`config.mk`:
```
export PLATFORM = sky130hd
export DESIGN_NAME = mem_port_arbiter
export DESIGN_NICKNAME = d
export VERILOG_FILES = /design/src/rtl/mem_port_arbiter.sv
export SDC_FILE = /design/constraint.sdc
export NUM_CORES = 1
export LEC_CHECK = 0
export BUFFER_PORTS_ARGS = -buffer_cell sky130_fd_sc_hd__clkbuf_2
export CAP_MARGIN = 20
export CORE_MARGIN = 1
export CORE_UTILIZATION = 40
export CTS_BUF_LIST = sky130_fd_sc_hd__clkbuf_4 sky130_fd_sc_hd__clkbuf_8
export CTS_CLUSTER_DIAMETER = 60
export DETAILED_ROUTE_END_ITERATION = 8
export GPL_ROUTABILITY_DRIVEN = 0
export PLACE_DENSITY = 0.68
export SETUP_SLACK_MARGIN = 0.5
export SYNTH_ARGS = -nofsm -noshare
export SYNTH_HDL_FRONTEND = slang
export SYNTH_SLANG_ARGS = --single-unit
```
`constraint.sdc`:
```
create_clock -name clk -period 2.22 [get_ports clk]
set_input_delay 0.444 -clock clk [delete_from_list [all_inputs] [get_ports clk]]
set_output_delay 0.444 -clock clk [all_outputs]
set_load 0.01 [all_outputs]
```
`src/rtl/mem_port_arbiter.sv`:
```
// Two-requester (fetch / data) arbiter onto one single-outstanding memory port.
// Ports: clk, rst; imem_* fetch side; dmem_* data side; mem_* shared port;
//        busy (activity indicator); proto_err (sticky request-while-busy flag).
module mem_port_arbiter #(
   parameter bit RR_EN = 1'b1
) (
   input  logic        clk,
   input  logic        rst,
   input  logic [31:0] imem_addr,
   input  logic [3:0]  imem_rmask,
   input  logic        imem_flush,
   output logic [31:0] imem_rdata,
   output logic        imem_resp,
   input  logic [31:0] dmem_addr,
   input  logic [3:0]  dmem_rmask,
   input  logic [3:0]  dmem_wmask,
   input  logic [31:0] dmem_wdata,
   output logic [31:0] dmem_rdata,
   output logic        dmem_resp,
   output logic [31:0] mem_addr,
   output logic [3:0]  mem_rmask,
   output logic [3:0]  mem_wmask,
   output logic [31:0] mem_wdata,
   input  logic [31:0] mem_rdata,
   input  logic        mem_resp,
   output logic        busy,
   output logic        proto_err
);

   typedef enum logic [1:0] {IDLE, BUSY_I, BUSY_D} state_t;

   state_t      state;
   logic        ibuf_v;
   logic [31:0] ibuf_addr;
   logic [3:0]  ibuf_rmask;
   logic        dbuf_v;
   logic [31:0] dbuf_addr;
   logic [3:0]  dbuf_rmask;
   logic [3:0]  dbuf_wmask;
   logic [31:0] dbuf_wdata;
   logic        drop;
   logic        last_d;

   logic        i_req;
   logic        d_req;
   logic        i_busy;
   logic        d_busy;
   logic        i_acc;
   logic        d_acc;
   logic        i_err;
   logic        d_err;
   logic        i_pend;
   logic        d_pend;
   logic        done;
   logic        can_issue;
   logic        grant_i;
   logic        grant_d;
   logic [31:0] i_addr;
   logic [3:0]  i_rm;
   logic [31:0] d_addr;
   logic [3:0]  d_rm;
   logic [3:0]  d_wm;
   logic [31:0] d_wdata;

   assign i_req = |imem_rmask;
   assign d_req = (|dmem_rmask) | (|dmem_wmask);
   assign done  = (state != IDLE) && mem_resp;

   // The completion cycle no longer counts as in flight, so a requester
   // may follow its own response back-to-back.
   assign i_busy = (state == BUSY_I) && !mem_resp;
   assign d_busy = (state == BUSY_D) && !mem_resp;

   assign i_acc = i_req && !imem_flush && !ibuf_v && !i_busy;
   assign i_err = i_req && !imem_flush && (ibuf_v || i_busy);
   assign d_acc = d_req && !dbuf_v && !d_busy;
   assign d_err = d_req && (dbuf_v || d_busy);

   // A request accepted this cycle is pending at this edge (bypass).
   assign i_pend = (ibuf_v && !imem_flush) || i_acc;
   assign d_pend = dbuf_v || d_acc;

   assign can_issue = (state == IDLE) || done;
   assign grant_d   = can_issue && d_pend &&
                      (!i_pend || !RR_EN || !last_d);
   assign grant_i   = can_issue && i_pend && !grant_d;

   assign i_addr  = ibuf_v ? ibuf_addr  : imem_addr;
   assign i_rm    = ibuf_v ? ibuf_rmask : imem_rmask;
   assign d_addr  = dbuf_v ? dbuf_addr  : dmem_addr;
   assign d_wm    = dbuf_v ? dbuf_wmask : dmem_wmask;
   assign d_wdata = dbuf_v ? dbuf_wdata : dmem_wdata;
   // A combined read+write request is treated as a plain write.
   assign d_rm    = dbuf_v ? dbuf_rmask :
                    ((|dmem_wmask) ? 4'h0 : dmem_rmask);

   assign imem_resp  = !rst && (state == BUSY_I) && mem_resp &&
                       !drop && !imem_flush;
   assign imem_rdata = imem_resp ? mem_rdata : 32'h0;
   assign dmem_resp  = !rst && (state == BUSY_D) && mem_resp;
   assign dmem_rdata = dmem_resp ? mem_rdata : 32'h0;
   assign busy       = !rst && (ibuf_v || dbuf_v || (state != IDLE));

   always_ff @(posedge clk) begin
      if (rst) begin
         state      <= IDLE;
         ibuf_v     <= 1'b0;
         ibuf_addr  <= 32'h0;
         ibuf_rmask <= 4'h0;
         dbuf_v     <= 1'b0;
         dbuf_addr  <= 32'h0;
         dbuf_rmask <= 4'h0;
         dbuf_wmask <= 4'h0;
         dbuf_wdata <= 32'h0;
         drop       <= 1'b0;
         last_d     <= 1'b0;
         proto_err  <= 1'b0;
         mem_addr   <= 32'h0;
         mem_rmask  <= 4'h0;
         mem_wmask  <= 4'h0;
         mem_wdata  <= 32'h0;
      end else begin
         mem_rmask <= 4'h0;
         mem_wmask <= 4'h0;
         proto_err <= proto_err | i_err | d_err;

         if (imem_flush) begin
            ibuf_v <= 1'b0;
         end else if (grant_i) begin
            ibuf_v <= 1'b0;
         end else if (i_acc) begin
            ibuf_v     <= 1'b1;
            ibuf_addr  <= imem_addr;
            ibuf_rmask <= imem_rmask;
         end

         if (grant_d) begin
            dbuf_v <= 1'b0;
         end else if (d_acc) begin
            dbuf_v     <= 1'b1;
            dbuf_addr  <= dmem_addr;
            dbuf_rmask <= (|dmem_wmask) ? 4'h0 : dmem_rmask;
            dbuf_wmask <= dmem_wmask;
            dbuf_wdata <= dmem_wdata;
         end

         // Drop flag: the in-flight fetch was flushed; swallow its response.
         if (done && (state == BUSY_I)) begin
            drop <= 1'b0;
         end else if (imem_flush && i_busy) begin
            drop <= 1'b1;
         end

         if (grant_d) begin
            state     <= BUSY_D;
            last_d    <= 1'b1;
            mem_addr  <= d_addr;
            mem_rmask <= d_rm;
            mem_wmask <= d_wm;
            mem_wdata <= d_wdata;
         end else if (grant_i) begin
            state     <= BUSY_I;
            last_d    <= 1'b0;
            mem_addr  <= i_addr;
            mem_rmask <= i_rm;
            mem_wmask <= 4'h0;
            mem_wdata <= 32'h0;
         end else if (done) begin
            state <= IDLE;
         end
      end
   end

endmodule

```
After elaboration in Yosys (flattened, before gate mapping)
Index checks and enable logic that the tools add are counted.
- eq/ne operators: 2
- muxes and demuxes: 20
- bitwise gates (word level): 6
- reductions and logical operators: 57
- operators with widths (operator ; count):
    $mux 32 ; 9
    $logic_and 1x1->1 ; 24
    $mux 4 ; 6
    $reduce_or 4->1 ; 3
    $logic_not 1->1 ; 11
    $logic_or 1x1->1 ; 8
    $mux 2 ; 3
    $reduce_bool 2->1 ; 3
    $reduce_or 2->1 ; 3
    $not 1->1 ; 3
    $or 1x1->1 ; 3
    $reduce_and 3->1 ; 1
    $reduce_bool 3->1 ; 1
    $reduce_or 3->1 ; 1
    $eq 2x1->1 const B ; 1
    $eq 2x2->1 const B ; 1
    $logic_not 2->1 ; 1
    $mux 1 ; 2
    $reduce_and 2->1 ; 1
- register bits: 187
- bits of input ports: 144
- word-level logic and storage cells: 102

Longest topological paths before layout
Gate-level depths: netlist of run 1.
- depth after elaboration: 12
- mapped depth: 8

Worst setup path after synthesis of run 1
Ideal clock, no wire load.
- path type: in2out
- from: in mem_resp
- to: out imem_rdata[22]
- arrival: 1.696 ns
- data required time: 1.776 ns
- slack: 0.080 ns
- cell stages on the path: 5
- path buffers: 2
- cell sequence: clkbuf_2 > nand2b_1 > nor4b_1 > clkbuf_1 > and2_1
- word-level cells in the longest chain between the ends: 4
- ends and longest elaborated chain (item ; line ; text):
    from (decl) ; 25 ; input logic mem_resp,
    $logic_and 1x1->1 (2 in series) ; 97 ; assign imem_resp = !rst && (state == BUSY_I) && mem_resp &&
    $logic_and 1x1->1 ; 98 ; !drop && !imem_flush;
    named net imem_resp ; 13 ; output logic imem_resp,
    $mux 32 ; 99 ; assign imem_rdata = imem_resp ? mem_rdata : 32'h0;
    to (decl) ; 12 ; output logic [31:0] imem_rdata,
The timed path passes the listed nets, and every way through them passes these cells.

Worst setup path after layout of run 1
- from: reg state[1]
- to: out imem_rdata[22]
- word-level cells in the longest chain between the ends: 6
- ends and longest elaborated chain (item ; line ; text):
    from (decl) ; 32 ; state_t state;
    from (signal assigned) ; 106 ; state <= IDLE;
    from (signal assigned) ; 155 ; state <= BUSY_D;
    from (signal assigned) ; 162 ; state <= BUSY_I;
    $eq 2x1->1 ; 97 ;
    $logic_and 1x1->1 (3 in series) ; 97 ;
    $logic_and 1x1->1 ; 98 ;
    $mux 32 ; 99 ;
Every way passes these cells.

==> results of run 1 <==
registers in the layout, indices dropped and copies added (netlist names), 2 cells and up:
name	flops
dbuf_addr	32
dbuf_wdata	32
ibuf_addr	32
mem_addr	32
mem_wdata	32
dbuf_rmask	4
dbuf_wmask	4
ibuf_rmask	4
mem_rmask	4
mem_wmask	4
state	2
worst max-delay path by stage:
stage | from | cells after the start | endpoint | slack, ns
floorplan | dmem_wmask[3] | 7 | mem_wdata[10] | 0.19
global placement | imem_rmask[3] | 6 | mem_addr[23] | -0.38
global route | state[1] | 8 | imem_rdata[19] | -0.23
finish | state[1] | 8 | imem_rdata[22] | -0.16
detailed placement | imem_rmask[3] | 6 | mem_addr[17] | -0.42
CTS | state[1] | 8 | imem_rdata[2] | -0.16
routing by layer:
layer | GRT usage | up-vias | wire [µm]
li1 | - | 4165 | -
met3 | 0.0522 | 73 | 1940
met4 | 0.0974 | 0 | 993
met5 | 0 | - | 0
met2 | 0.509 | 332 | 16800
met1 | 0.338 | 4352 | 13600
report_power, final:
part | internal [W] | switching [W]
Clock | 0.000985 | 0.00139
Combinational | 0.00150 | 0.00146
Sequential | 0.00364 | 0.000199
synth_stat cells (2+ instances only):
cell type and count:
or4_1 3, o31ai_4 3, o221ai_1 20, a21oi_1 119
nor4_2 2, o21ai_1 9, nor2_1 43, mux2_2 45
nor3_1 3, a31oi_1 2, a211oi_1 3, buf_2 28
buf_1 2, dfxtp_1 187, inv_1 5, and2_1 65
mux2i_1 68, nand2_1 215, o211ai_1 2, nand3b_1 30
nand3_1 9, nand2b_1 2, clkbuf_1 45, a22oi_1 32
o22ai_1 4, and3_1 4
tightest hold or removal path: stages:
cell      delay, ns
clkbuf_2       0.09
nand2_1        0.05
a21oi_1        0.05
area by class of cell:
type,instances,area (µm²),share of cell area
repair buffers,434,4190,0.292
flip-flops and latches,187,3750,0.262
well taps,270,338,0.0236
clock inverters,13,151,0.0106
inverters,5,21.3,0.00148
multi-input cells,707,5620,0.392
clock buffers,19,255,0.0178
what timing repair did:
item | CTS | global route
gates resized for setup | 231 | 248
setup buffers | 42 | 18
gates cloned | 35 | 12
pin swaps | 77 | 70
hold buffers | 0 | 0
endpoints found under the setup margin | 246 | 252
metrics by stage:
stage / util / instance area [µm²]
finish: 0.699 / 14300
global route: 0.699 / 14300
CTS: 0.640 / 13100
detailed placement: 0.516 / 10600
global placement: 0.516 / 10600
floorplan: - / 8900
logic make-up after synthesis:
kind of cell | share of synthesized area
and+or+nand+nor | 0.218
AOI/OAI and AO/OA | 0.156
DFF | 0.442
muxes | 0.142
buffers and inverters | 0.0424
==> results.toml, run 1 <==
[die]
num_rows = 52
core_um2 = 20500
die_area_um2 = 21800
initial_core_util = 0.413
ios = 284
die-width_um = 148
die-height_um = 148

[synth]
netlist_top_cells_area = "dfxtp_1, nand2_1, mux2i_1, a21oi_1, mux2_2"
synth_cell_types = 52
yosysSeqAreaShare = 0.442
ys_warn_count = 0
ys_ff_latch = 187
async_flop_share = 0
syn_nets = 1120
synth_top_flop_cell = "dfxtp_1"
syn_area_per_cell_um2 = 8.68
synth.top_cell.area_share = 0.442
synth_area_um2 = 8470
synth-edff-count = 0
synth_top_area_cell = "dfxtp_1"
postSynthCellCount = 976

[layout]
nets = 1496
antennaDiodeCount = 0
instances_no_fill = 1635
final_common_cell = "clkbuf_2"
final_cell_mix = "clkbuf_2, dfxtp_1, nand2_1, mux2i_1"
num-fill-cells = 1502
drive_above_1_share = 0.590
area_growth_pct = 69.1

[sta]
clock_skew_ns = 0.0165
fmax_ghz = 0.420
layout_min_cycle_time_ns = 2.38
finalSetupViolCount = 172
period_share = 1.07
drv_slew = 0
setup_tns_ns = -11.16
holdWs_ns = 0.181
setup_ws_ns = -0.162
worstMarginPinSlew_ns = 0.953
hold_viol_final = 0
relSlewSlack = 0.365
rsz0062_at_grt = "yes"

[power]
totalPowerFinal_w = 0.00917
power_density_nw_per_um2 = 640
ir_drop_v = 0.000543
p_leak_nw = 6.06

[setup_path]
crit_slowest_cell = "dfxtp_4"
max_stage_delay_ns = 0.36
crit_type = "flop to output port"
arrival_ns = 1.94
reg2reg_slack_ns = -0.12
cp_top_family = "buffers and inverters"
crit_path_max_fanout = 8
crit_buf_inv = 5
cp-end-kind = "output port"
reg2reg_to = "dbuf_addr[17]"
r2r-start = "state[0]"
path_cells = "buf_6, nor2b_4, nor4b_4, buf_4, buf_6, buf_8, and2_4, buf_6"
rr_worst_depth = 14
crit_required_ns = 1.78
crit_top_cell = "buf_6"
start_kind = "flop"

[status]
violations = "setup timing"
status = "finished with violations"

[route]
wl_per_cell_um = 20.4
routed_wirelength_um = 33300
dr.pass1.iters = 5
drc_errors = 0
viasPerCell = 5.46
postRouteAntennaNets = 0
drt_iter0_markers = 375
vias = 8922

[grt]
antenna_found_initial = 0
first_global_vias = 8628
grt_first_pass_wirelength_um = 47300
track_usage = 0.284
grt_max_degree = 183
grt-ovfl-total = 0

[flow_run]
cap_violations = 0

[placement]
port_buffers = 283
dp_slack_ns = -0.418
hpwl_um = 16200
dp.cells = 1496

[cts]
clock_sinks = 187
insertion_delay_ns = 0.49
cts_tree = "done"
cts_max_level = 4
clkSlewWorstSetupHoldPaths_ns = 0.11
cts-root-buf = "clkbuf_8"
cts_buffer_depth = 2
cts_buffers = 17

[worst_hold_path]
min-delay-start = "imem_addr[11]"
hold_path_class = "input port to flop"
min_path_cells = 3
min_to = "ibuf_addr[11]"
(Power assumes the default switching activity.)
==> run 2: changes to the inputs <==
CORE_MARGIN = 5   (was 1)
SKIP_LAST_GASP = 1   (was not set)
==> run 2 against run 1 <==
The flow still finishes with violations (setup timing). Critical endpoint is now imem_rdata[18]. Final cell count is 0.43% higher. Critical path depth stayed put. Sequential power hardly changed. Largest cell class unchanged.
==> results.toml, run 2 (synthesis results as in run 1) <==
[status]
status = "finished with violations"
violations = "setup timing"

[grt]
first_global_vias = 7975
track_usage = 0.223
grt-ovfl-total = 0
grt_max_degree = 57
grt_first_pass_wirelength_um = 43100
antenna_found_initial = 0

[power]
p_leak_nw = 5.87
power_density_nw_per_um2 = 648
totalPowerFinal_w = 0.00894
ir_drop_v = 0.000397

[cts]
cts-root-buf = "clkbuf_8"
insertion_delay_ns = 0.48
cts_tree = "done"
clock_sinks = 187
clkSlewWorstSetupHoldPaths_ns = 0.11
cts_hold_buf = 0
cts_buffers = 17
cts_buffer_depth = 2
cts_max_level = 4

[die]
ios = 284
num_rows = 53
core_um2 = 21000
die-width_um = 156
initial_core_util = 0.404
die-height_um = 156
die_area_um2 = 24200

[sta]
rsz0062_at_grt = "yes"
hold_viol_final = 0
clock_skew_ns = 0.0213
period_share = 1.06
relSlewSlack = 0.512
finalSetupViolCount = 159
setup_ws_ns = -0.129
worstMarginPinSlew_ns = 0.732
drv_slew = 0
layout_min_cycle_time_ns = 2.35
fmax_ghz = 0.426

[layout]
drive_above_1_share = 0.558
nets = 1498
num-fill-cells = 1670
area_growth_pct = 62.9
final_common_cell = "clkbuf_2"
utilization = 0.659
antennaDiodeCount = 0
final_cell_mix = "clkbuf_2, dfxtp_1, nand2_1, a21oi_2, mux2i_1"

[route]
postRouteAntennaNets = 0
dr.pass1.iters = 5
drt_iter0_markers = 446
viasPerCell = 5.37
vias = 8819
wl_per_cell_um = 20.0
routed_wirelength_um = 32800
drc_errors = 0

[placement]
hpwl_um = 17900
port_buffers = 283

[setup_path]
crit_type = "flop to output port"
cp-end-kind = "output port"
crit_required_ns = 1.78
arrival_ns = 1.91
crit_path_max_fanout = 8
start_kind = "flop"

[worst_hold_path]
hold_path_class = "input port to flop"

[flow_run]
cap_violations = 0
==> run 2: metal layers <==
layer	part of all wire	GRT usage
met5	0	0
met2	0.49	0.370
met1	0.43	0.296
met3	0.059	0.0466
met4	0.019	0.0588
==> run 2: final cells by class <==
| cell class | instances | area (µm²) | area share |
|---|---|---|---|
| Multi-Input combinational cell | 707 | 5560 | 0.403 |
| Timing Repair Buffer | 436 | 3730 | 0.270 |
| Sequential cell | 187 | 3750 | 0.272 |
| Clock buffer | 18 | 241 | 0.0175 |
| Inverter | 5 | 18.8 | 0.00136 |
| Clock inverter | 14 | 158 | 0.0114 |
| Tap cell | 275 | 344 | 0.0249 |
==> run 2: timing repair <==
action                                 CTS  global route
setup buffers                           26            31
setup endpoints to repair              247           252
pin swaps                               29           143
resized for setup                       67           291
gates cloned                            13            29
endpoints found under the hold margin    0             0
==> run 2: worst paths after layout <==
| check | from | cells past startpoint | endpoint | slack (ns) |
|---|---|---|---|---|
| min | dmem_wdata[2] | 3 | dbuf_wdata[2] | 0.18 |
| max reg2reg | state[1] | 12 | dbuf_rmask[2] | -0.13 |
| min reg2reg | ibuf_addr[1] | 2 | ibuf_addr[1] | 0.46 |
| max | state[0] | 8 | imem_rdata[18] | -0.13 |
==> run 2: stage by stage <==
step	hold slack (ns)	area, µm²	worst slack (ns)	TNS, ns	instances
4_1_cts	0.156	11800	-0.131	-5.58	1582
5_1_grt	0.159	13800	-0.250	-22.16	1642
2_1_floorplan	0.428	8900	0.188	0	976
3_5_place_dp	0.444	10700	-0.284	-9.65	1511
6_report	0.184	13800	-0.129	-9.08	1642
3_3_place_gp	0.434	10700	-0.234	-8.33	1511
==> run 2: power by group <==
part           leakage [nW]  internal, W  switching [W]  total (W)
Clock                 0.195     0.000861        0.00145    0.00231
Sequential             1.54      0.00364       0.000201    0.00384
Combinational          4.14      0.00140        0.00139    0.00279
Total                  5.87      0.00590        0.00304    0.00894
==> run 2: worst max-delay path, stage by stage, from the launching register on <==
cell     delay (ns)
dfxtp_2        0.36
buf_6          0.10
nor2b_4        0.14
nor4b_4        0.22
buf_6          0.17
buf_6          0.10
buf_8          0.11
and2_4         0.14
buf_6          0.09
